File: src/rtl/spike_axis_packer.sv
// -----------------------------------------------------------------------------
// spike_axis_packer
//
// Purpose:
//   Transmit-side bridge from the SNN core's spike-output handshake to a 32-bit
//   AXI4-Stream master. Output spike events are buffered in a small FIFO. Each
//   event is stamped with the current timestep. Every timestep is closed by a
//   marker word that carries TLAST and the number of spikes in that timestep.
//
// Word formats (bit 32 of a FIFO entry is TLAST):
//   spike  : {1'b0, ts[12:0], weight[7:0], neuron_id[9:0]}, TLAST = 0
//   marker : {1'b1, ts[12:0], step_cnt[17:0]},               TLAST = 1
//
// Ports:
//   ap_clk, ap_rst_n         clock, asynchronous active-low reset
//   enable                   accept spikes/ticks when high; the FIFO drains
//                            regardless
//   sync_clear               one-cycle synchronous clear of FIFO, counters, flags
//   timestep_tick            one-cycle pulse that ends the current timestep
//   spike_out_valid/_ready   core spike handshake
//   spike_out_neuron_id      firing neuron id (10 bits)
//   spike_out_weight         event payload (8 bits)
//   m_axis_spikes_*          AXI4-Stream master (TKEEP is tied to 4'hF)
//   fifo_level               current FIFO occupancy, 0..FIFO_DEPTH
//   tick_overrun             sticky: a tick arrived while a marker was pending
//   total_spikes             spikes accepted since reset/clear, wraps
//
// The word layout places ts at bits [30:18]. It therefore assumes
// TS_WIDTH = 13 and CNT_WIDTH = 18, which together with the marker flag bit
// fill exactly 32 bits.
// -----------------------------------------------------------------------------
module spike_axis_packer #(
  parameter  int FIFO_DEPTH = 16,
  parameter  int TS_WIDTH   = 13,
  parameter  int CNT_WIDTH  = 18,
  localparam int AW         = $clog2(FIFO_DEPTH),
  localparam int LVL_W      = AW + 1
) (
  input  logic             ap_clk,
  input  logic             ap_rst_n,
  input  logic             enable,
  input  logic             sync_clear,
  input  logic             timestep_tick,
  input  logic             spike_out_valid,
  input  logic [9:0]       spike_out_neuron_id,
  input  logic [7:0]       spike_out_weight,
  output logic             spike_out_ready,
  output logic [31:0]      m_axis_spikes_TDATA,
  output logic             m_axis_spikes_TVALID,
  input  logic             m_axis_spikes_TREADY,
  output logic             m_axis_spikes_TLAST,
  output logic [3:0]       m_axis_spikes_TKEEP,
  output logic [LVL_W-1:0] fifo_level,
  output logic             tick_overrun,
  output logic [31:0]      total_spikes
);

  // ---------------------------------------------------------------------------
  // State
  // ---------------------------------------------------------------------------
  logic [32:0]          mem_q [FIFO_DEPTH];
  logic [AW-1:0]        wr_ptr_q, wr_ptr_d;
  logic [AW-1:0]        rd_ptr_q, rd_ptr_d;
  logic [LVL_W-1:0]     level_q, level_d;
  logic [TS_WIDTH-1:0]  ts_q, ts_d;
  logic [CNT_WIDTH-1:0] step_cnt_q, step_cnt_d;
  logic                 marker_pending_q, marker_pending_d;
  logic                 tick_overrun_q, tick_overrun_d;
  logic [31:0]          total_q, total_d;

  // ---------------------------------------------------------------------------
  // Handshake and push/pop decisions (all from registered state)
  // ---------------------------------------------------------------------------
  logic        fifo_full;
  logic        fifo_empty;
  logic        spike_acc;
  logic        marker_push;
  logic        push;
  logic        pop;
  logic [32:0] push_word;
  logic [32:0] head_word;

  assign fifo_full  = (level_q == LVL_W'(FIFO_DEPTH));
  assign fifo_empty = (level_q == '0);

  // Fullness is the pre-pop value, so a pop on a full FIFO never enables a
  // push in the same cycle.
  assign spike_out_ready = enable & ~marker_pending_q & ~fifo_full & ~sync_clear;
  assign spike_acc       = spike_out_valid & spike_out_ready;

  // A pending marker blocks spike acceptance, so spike_acc and marker_push
  // can never both be high. The marker goes out even when enable is low.
  assign marker_push = marker_pending_q & ~fifo_full & ~sync_clear;
  assign push        = spike_acc | marker_push;

  // FWFT: a word becomes visible the cycle after its push, so a pop on an
  // empty FIFO cannot happen.
  assign pop = ~fifo_empty & m_axis_spikes_TREADY & ~sync_clear;

  always_comb begin
    push_word = '0;
    if (marker_push) begin
      push_word[32]                = 1'b1;
      push_word[31]                = 1'b1;
      push_word[30 -: TS_WIDTH]    = ts_q;
      push_word[CNT_WIDTH-1:0]     = step_cnt_q;
    end else begin
      push_word[30 -: TS_WIDTH]    = ts_q;
      push_word[17:10]             = spike_out_weight;
      push_word[9:0]               = spike_out_neuron_id;
    end
  end

  // ---------------------------------------------------------------------------
  // Next-state logic
  // ---------------------------------------------------------------------------
  always_comb begin
    wr_ptr_d         = wr_ptr_q;
    rd_ptr_d         = rd_ptr_q;
    level_d          = level_q;
    ts_d             = ts_q;
    step_cnt_d       = step_cnt_q;
    marker_pending_d = marker_pending_q;
    tick_overrun_d   = tick_overrun_q;
    total_d          = total_q;

    if (sync_clear) begin
      wr_ptr_d         = '0;
      rd_ptr_d         = '0;
      level_d          = '0;
      ts_d             = '0;
      step_cnt_d       = '0;
      marker_pending_d = 1'b0;
      tick_overrun_d   = 1'b0;
      total_d          = '0;
    end else begin
      // Pointers wrap naturally because FIFO_DEPTH is a power of two.
      if (push) begin
        wr_ptr_d = wr_ptr_q + AW'(1);
      end
      if (pop) begin
        rd_ptr_d = rd_ptr_q + AW'(1);
      end
      level_d = level_q + LVL_W'(push) - LVL_W'(pop);

      if (spike_acc) begin
        total_d = total_q + 32'd1;
        if (step_cnt_q != '1) begin
          step_cnt_d = step_cnt_q + CNT_WIDTH'(1);
        end
      end

      // The marker carries the step_cnt/ts values of the timestep it closes.
      if (marker_push) begin
        marker_pending_d = 1'b0;
        ts_d             = ts_q + TS_WIDTH'(1);
        step_cnt_d       = '0;
      end

      // Tick handling looks at the registered pending flag. A tick in the same
      // cycle a marker leaves is still an overrun, because that marker belongs
      // to the previous tick. A spike accepted alongside a tick was counted
      // above and therefore lands in this timestep's marker.
      if (timestep_tick && enable) begin
        if (marker_pending_q) begin
          tick_overrun_d = 1'b1;
        end else begin
          marker_pending_d = 1'b1;
        end
      end
    end
  end

  // ---------------------------------------------------------------------------
  // Control registers
  // ---------------------------------------------------------------------------
  always_ff @(posedge ap_clk or negedge ap_rst_n) begin
    if (!ap_rst_n) begin
      wr_ptr_q         <= '0;
      rd_ptr_q         <= '0;
      level_q          <= '0;
      ts_q             <= '0;
      step_cnt_q       <= '0;
      marker_pending_q <= 1'b0;
      tick_overrun_q   <= 1'b0;
      total_q          <= '0;
    end else begin
      wr_ptr_q         <= wr_ptr_d;
      rd_ptr_q         <= rd_ptr_d;
      level_q          <= level_d;
      ts_q             <= ts_d;
      step_cnt_q       <= step_cnt_d;
      marker_pending_q <= marker_pending_d;
      tick_overrun_q   <= tick_overrun_d;
      total_q          <= total_d;
    end
  end

  // ---------------------------------------------------------------------------
  // FIFO storage. This is data only; validity is tracked by level_q.
  // ---------------------------------------------------------------------------
  always_ff @(posedge ap_clk) begin
    if (push && !sync_clear) begin
      mem_q[wr_ptr_q] <= push_word;
    end
  end

  // ---------------------------------------------------------------------------
  // Stream outputs. The head entry is read straight from storage. It holds
  // steady under back-pressure because rd_ptr_q only moves on a pop. TDATA
  // and TLAST are forced to zero while nothing is valid.
  // ---------------------------------------------------------------------------
  assign head_word            = mem_q[rd_ptr_q];
  assign m_axis_spikes_TVALID = ~fifo_empty;
  assign m_axis_spikes_TDATA  = fifo_empty ? 32'd0 : head_word[31:0];
  assign m_axis_spikes_TLAST  = fifo_empty ? 1'b0  : head_word[32];
  assign m_axis_spikes_TKEEP  = 4'hF;

  assign fifo_level   = level_q;
  assign tick_overrun = tick_overrun_q;
  assign total_spikes = total_q;

endmodule

File: config.mk
export PLATFORM = sky130hd
export DESIGN_NAME = spike_axis_packer
export DESIGN_NICKNAME = d
export VERILOG_FILES = /design/src/rtl/spike_axis_packer.sv
export SDC_FILE = /design/constraint.sdc
export NUM_CORES = 1
export LEC_CHECK = 0
export CAP_MARGIN = 15
export CORE_ASPECT_RATIO = 1.75
export CORE_MARGIN = 3
export CORE_UTILIZATION = 60
export DETAILED_ROUTE_END_ITERATION = 7
export PLACE_DENSITY_LB_ADDON = 0.05
export SLEW_MARGIN = 30
export SYNTH_ARGS = -nofsm -noshare
export SYNTH_HDL_FRONTEND = slang
export SYNTH_SLANG_ARGS = --single-unit
File: constraint.sdc
create_clock -name ap_clk -period 5.1 [get_ports ap_clk]
set_input_delay 0.51 -clock ap_clk [delete_from_list [all_inputs] [get_ports ap_clk]]
set_output_delay 0.51 -clock ap_clk [all_outputs]
set_load 0.005 [all_outputs]
# == Word-level counts from Yosys, hierarchy flattened ==
# Memory sizes are Yosys's and may differ from the RTL's.
# Index checks and enable logic that the tools add are counted.
# word_totals
regBits,78
mem_bits_rw,528
inputBits,25
output_inout_bits,77
word_cells,71
memories,1
# op_classes
addsub,7
n_eq_ne,2
n_mux,26
bitwise_logic,13
n_reduce_logical,14
# mem_list
name,depth,width,read_ports,rd_clocked_by_memory_dff,write_ports,line,text
mem_q,16,33,1,0,1,61,logic [32:0] mem_q [FIFO_DEPTH];
# op_table
cell,n
32-bit 2-to-1 mux,3
18-bit 2-to-1 mux,5
32-bit by 1-bit adder with 32-bit output (second input constant),1
13-bit 2-to-1 mux,2
18-bit by 1-bit adder with 18-bit output (second input constant),1
18-bit inequality test (second input constant),1
4-bit 2-to-1 mux,4
13-bit by 1-bit adder with 13-bit output (second input constant),1
2-bit nonzero test,6
1-bit 2-to-1 mux,10
4-bit by 1-bit adder with 4-bit output (second input constant),2
1-bit AND,8
3-bit nonzero test,2
5-bit by 1-bit adder with 5-bit output,1
5-bit equality test (second input constant),1
5-bit logical NOT,1
5-bit 2-to-1 mux,1
5-bit by 1-bit subtractor with 5-bit output,1
1-bit inverter,4
2-bit AND reduction,2
1-bit logical AND,2
2-bit 2-to-1 mux,1
1-bit logical NOT,1
1-bit bitwise OR,1

# == Logic depth before layout (Yosys ltp) ==
# logic_depth
ltp_word,9
mapped_depth,16
mapped_depth_nobuf,15

# == Worst setup path after synthesis ==
# OpenSTA, ideal clock, no wires.
# synth_timing
path_kind,reg-to-reg
from,reg level_q[2] (netlist: fifo_level[2])
to,"mem mem_q[3][0], enable pin"
setup_time_ps,461
arrival_time_ps,3897
required_time_ps,4639
setup_slack_ps,742
stages_incl_launch_ff,9
path_buffers,0
synth_period_minus_slack_ps,4358
cell_sequence,dfrtp_1 -> inv_1 -> ha_1 -> and4bb_4 -> nor3_1 -> inv_1 -> nor2_1 -> nand2_1 -> nor3_1
# synth_via
elab_chain_len,9
word_cells_on_any_way,11
cone_classes,eq/ne (1); mux (2); bitwise (7); reduce/logical (1)
# synth_rtl
item,line,text
from (decl),64,"logic [LVL_W-1:0] level_q, level_d;"
from (signal assigned),190,level_q <= level_d;
5-bit equality test (*),83,assign fifo_full = (level_q == LVL_W'(FIFO_DEPTH));
1-bit inverter (*),"88, 93",
1-bit AND (2 in series),88,assign spike_out_ready = enable & ~marker_pending_q & ~fifo_full & ~sync_clear;
1-bit AND,89,assign spike_acc = spike_out_valid & spike_out_ready;
1-bit bitwise OR (*),94,assign push = spike_acc | marker_push;
1-bit logical AND (*),203,if (push && !sync_clear) begin
1-bit 2-to-1 mux (*),203,
1-bit 2-to-1 mux (not written as such) (*),204,mem_q[wr_ptr_q] <= push_word;
to (decl),61,
# Mark *: on every way between the ends. The rest lies on a longest branch, timed or not.

# == Worst setup path after layout ==
# layout_timing
from,reg level_q[2] (netlist: fifo_level[2])
to,out m_axis_spikes_TDATA[27]
# layout_via
elab_chain_len,2
# layout_rtl
item,line,text
5-bit logical NOT,84,assign fifo_empty = (level_q == '0);
32-bit 2-to-1 mux,215,assign m_axis_spikes_TDATA = fifo_empty ? 32'd0 : head_word[31:0];
to (decl),48,"output logic [31:0] m_axis_spikes_TDATA,"
# No other way between the ends.

==> reports/summary.json <==
{
  "wl_per_instance_um": 26.4,
  "chipHeight_um": 270,
  "slew_violations": 0,
  "worst-setup-path-type": "flop to output pin",
  "rsz0062_at_grt": "false",
  "power.sequential.fraction_pct": 46.0,
  "maximum_number_of_pins_on_one_net_before_global_route_repair": 70,
  "die-area_mm2": 0.0424,
  "irDropWorstVdd_mv": 0.452,
  "maxCapViolations": 0,
  "totalNegativeSetupSlack_ns": 0,
  "worst_path_largest_cell_delay_ns": 0.73,
  "cts.clk_slew.worst_paths_ns": 0.06,
  "sw_frac_of_total_pct": 24.7,
  "cp_max_fanout": 32,
  "timing.slew.headroom_pct": 35.0,
  "cts_inserted_buffers": 52,
  "reg2reg_from": "fifo_level[2]",
  "cp_slowest_cell": "sky130_fd_sc_hd__or4b_2",
  "timing.final.hold_violations": 0,
  "cell_count_after_synthesis": 1272,
  "regArea_mm2": 0.0173,
  "area_overhead_of_the_layout_relative_to_synthesis_pct": 15.0,
  "worstSetupEndpoint": "m_axis_spikes_TDATA[27]",
  "vias": 12147,
  "postSynth.asyncResetShare_pct": 13.2,
  "detail_route.vias_per_cell": 6.30,
  "cts.root.buffer_cell": "sky130_fd_sc_hd__clkbuf_16",
  "power_per_cell_area_mw_per_mm2": 429,
  "ys_warn_count": 0,
  "total_leakage_power_nw": 8.86,
  "dp_hpwl_mm": 31.5,
  "cts_num_sinks": 590,
  "detailed_place.area_mm2": 0.0258,
  "finalInstanceArea_mm2": 0.0275,
  "worst-path-stages": 7,
  "timing_worst_slew_pin_value_ns": 0.975,
  "synth.ff_latch_count": 590,
  "synth_edf_count": 512,
  "detailedRoute.firstIterationViolations": 856,
  "power_switching_w": 0.00292,
  "routed_wirelength_mm": 50.9,
  "critPathBufInv": 3,
  "tritoncts": "yes",
  "final.min_clock_period_ns": 3.82,
  "timing.critical_path.arrival_ns": 3.31,
  "synth.largest_area_cell": "sky130_fd_sc_hd__edfxtp_1",
  "multiInputGateArea_mm2": 0.00632,
  "clk-insertion-delay-late_ns": 0.56,
  "ys_dominant_reg_cell": "sky130_fd_sc_hd__edfxtp_1",
  "synth.yosys.seq_area_share_pct": 72.5,
  "cp_top_delay_family": "buffers and inverters",
  "antenna_found_initial": 0,
  "timing.fmax_ghz": 0.262,
  "reg2reg_depth": 7,
  "critical_path_required_ns": 4.59,
  "minimum_setup_slack_among_reg_to_reg_paths_ns": 1.58,
  "finalNetCount": 1432,
  "postCtsSetupBuffers": 0,
  "regToRegEndpoint": "mem_q[8][16]",
  "ant_nets": 0,
  "status": "finished clean",
  "ios": 102,
  "drcViolationCount": 0,
  "first_pass_iters": 5,
  "fin_total_pwr_w": 0.0118,
  "syn-cell-area_mm2": 0.0239,
  "synth_top_area_share_pct": 64.3,
  "core_mm2": 0.0393,
  "initial_core_util_pct": 60.9,
  "fillers": 2464,
  "crit_path_start_kind": "flop",
  "ctsResizeCount": 0,
  "final_setup_violation_count": 0,
  "layout-drive-gt1-share_pct": 20.8,
  "place_congestion": 0.841,
  "kind_of_end_point_of_the_critical_path": "output pin",
  "die-width_um": 157,
  "groute.usage.overall_pct": 24.9,
  "fp-row-count": 96,
  "syn-mean-instance-area_um2": 18.8,
  "first_global_vias": 13251,
  "synth.area.top_cells": "sky130_fd_sc_hd__edfxtp_1 (64%), sky130_fd_sc_hd__mux4_2 (12%), sky130_fd_sc_hd__dfrtp_1 (8.2%)",
  "timing.hold.worst.class": "input pin to asynchronous set/reset pin",
  "overflow": 0,
  "power_report.internal_total_w": 0.00887,
  "pwr-share-comb_pct": 20.6,
  "clock_tree.buffer_depth": 3,
  "portBuffers": 97,
  "power.clock.fraction_pct": 33.4,
  "ctsHtreeMaxLevel": 2,
  "synthDistinctLibCells": 62,
  "synth_top_cells_by_count": "sky130_fd_sc_hd__edfxtp_1 (512), sky130_fd_sc_hd__mux4_2 (128), sky130_fd_sc_hd__nor2_1 (84), sky130_fd_sc_hd__dfrtp_1 (78), sky130_fd_sc_hd__mux2i_1 (69)",
  "final_min_period_over_clock_period_pct": 74.9,
  "grt_pass1_wl_mm": 79.2,
  "final.setup_skew_ns": 0.0152,
  "crit_start": "fifo_level[2]",
  "synth.most_common_cell": "sky130_fd_sc_hd__edfxtp_1",
  "cp_cell_sequence": "inv_1, ha_1, or4b_2, nand2_1, buf_4, o22ai_1, clkdlybuf4s50_1"
}
## cells by family (layout without fill, tap and decap cells)
family,after synthesis,in the layout,synth area share (%)
AOI/OAI and AO/OA,67,67,1.78
xor gates and xnor gates,54,54,1.98
other,1,5,0.0157
muxes,216,216,15.8
buffers and inverters,89,250,1.67
and+or+nand+nor,240,240,5.42
adders and majority gates,15,15,0.816
DFF,590,590,72.5
## cell type report
type,count,area share (%)
clock buffer,67,5.01
multi-input combinational,596,23.0
sequential,590,63.0
tap,490,2.23
clock inverter,31,1.21
timing repair buffer,132,5.25
antenna,1,0.00910
inverter,20,0.273
## placed cells by master (no fill, tap or decap), drive strengths merged, types with 19 or more instances in the layout
| cell | Yosys | routed |
|---|---|---|
| buf | 39 | 36 |
| clkbuf | 30 | 67 |
| clkdlybuf4s50 | 0 | 95 |
| clkinv | 0 | 20 |
| dfrtp | 78 | 78 |
| edfxtp | 512 | 512 |
| inv | 20 | 22 |
| mux2 | 19 | 19 |
| mux2i | 69 | 69 |
| mux4 | 128 | 128 |
| nand2 | 31 | 31 |
| nand3 | 27 | 27 |
| nand4 | 23 | 23 |
| nor2 | 85 | 85 |
| o22ai | 32 | 32 |
| xnor2 | 32 | 32 |
| xor2 | 22 | 22 |
## registers in the layout (all words and copies together), names as in the netlist, 4 cells and up
name / cells
rd_ptr_q: 4
ts_q: 13
wr_ptr_q: 4
fifo_level: 5
mem_q: 512
total_spikes: 32
step_cnt_q: 18
## timing repair
| action | in CTS | in global routing |
|---|---|---|
| hold buffers | 1 | 0 |
| setup endpoints to repair | 0 | 0 |
| hold endpoints to repair | 9 | 0 |
## how the worst min path moves through the flow
stage	from	endpoint	slack, ns
after floorplan	ap_rst_n	fifo_level[0]	0.21
after detailed placement	ap_rst_n	fifo_level[2]	0.35
after global placement	ap_rst_n	fifo_level[2]	0.35
after global routing	ap_rst_n	fifo_level[3]	0.32
after CTS	ap_rst_n	fifo_level[2]	0.29
final	ap_rst_n	fifo_level[4]	0.32
## power by group through the flow
stage | Combinational, W | Sequential [W] | Clock (W)
floorplan | 0.00159 | 0.00546 | 0
global placement | 0.00245 | 0.00552 | 0
finish | 0.00243 | 0.00542 | 0.00394
global route | 0.00263 | 0.00543 | 0.00419
CTS | 0.00248 | 0.00542 | 0.00401
detailed placement | 0.00247 | 0.00552 | 0
## layer usage
metal,GRT usage [%],routed length [um]
met1,32.5,19400
met2,43.6,27700
met3,3.03,2170
met4,8.32,1630
met5,0,0
## metrics by stage
| stage | utilization [%] | worst slack [ns] | std cells | hold slack, ns |
|---|---|---|---|---|
| 2_1_floorplan | - | 0.742 | 1275 | 0.214 |
| 3_3_place_gp | 65.1 | 1.44 | 1819 | 0.350 |
| 3_5_place_dp | 65.6 | 1.38 | 1827 | 0.354 |
| 4_1_cts | 70.0 | 1.23 | 1926 | 0.286 |
| 5_1_grt | 70.0 | 1.16 | 1926 | 0.323 |
| 6_report | 70.0 | 1.28 | 1927 | 0.321 |
Power figures use the tool's default switching activity.
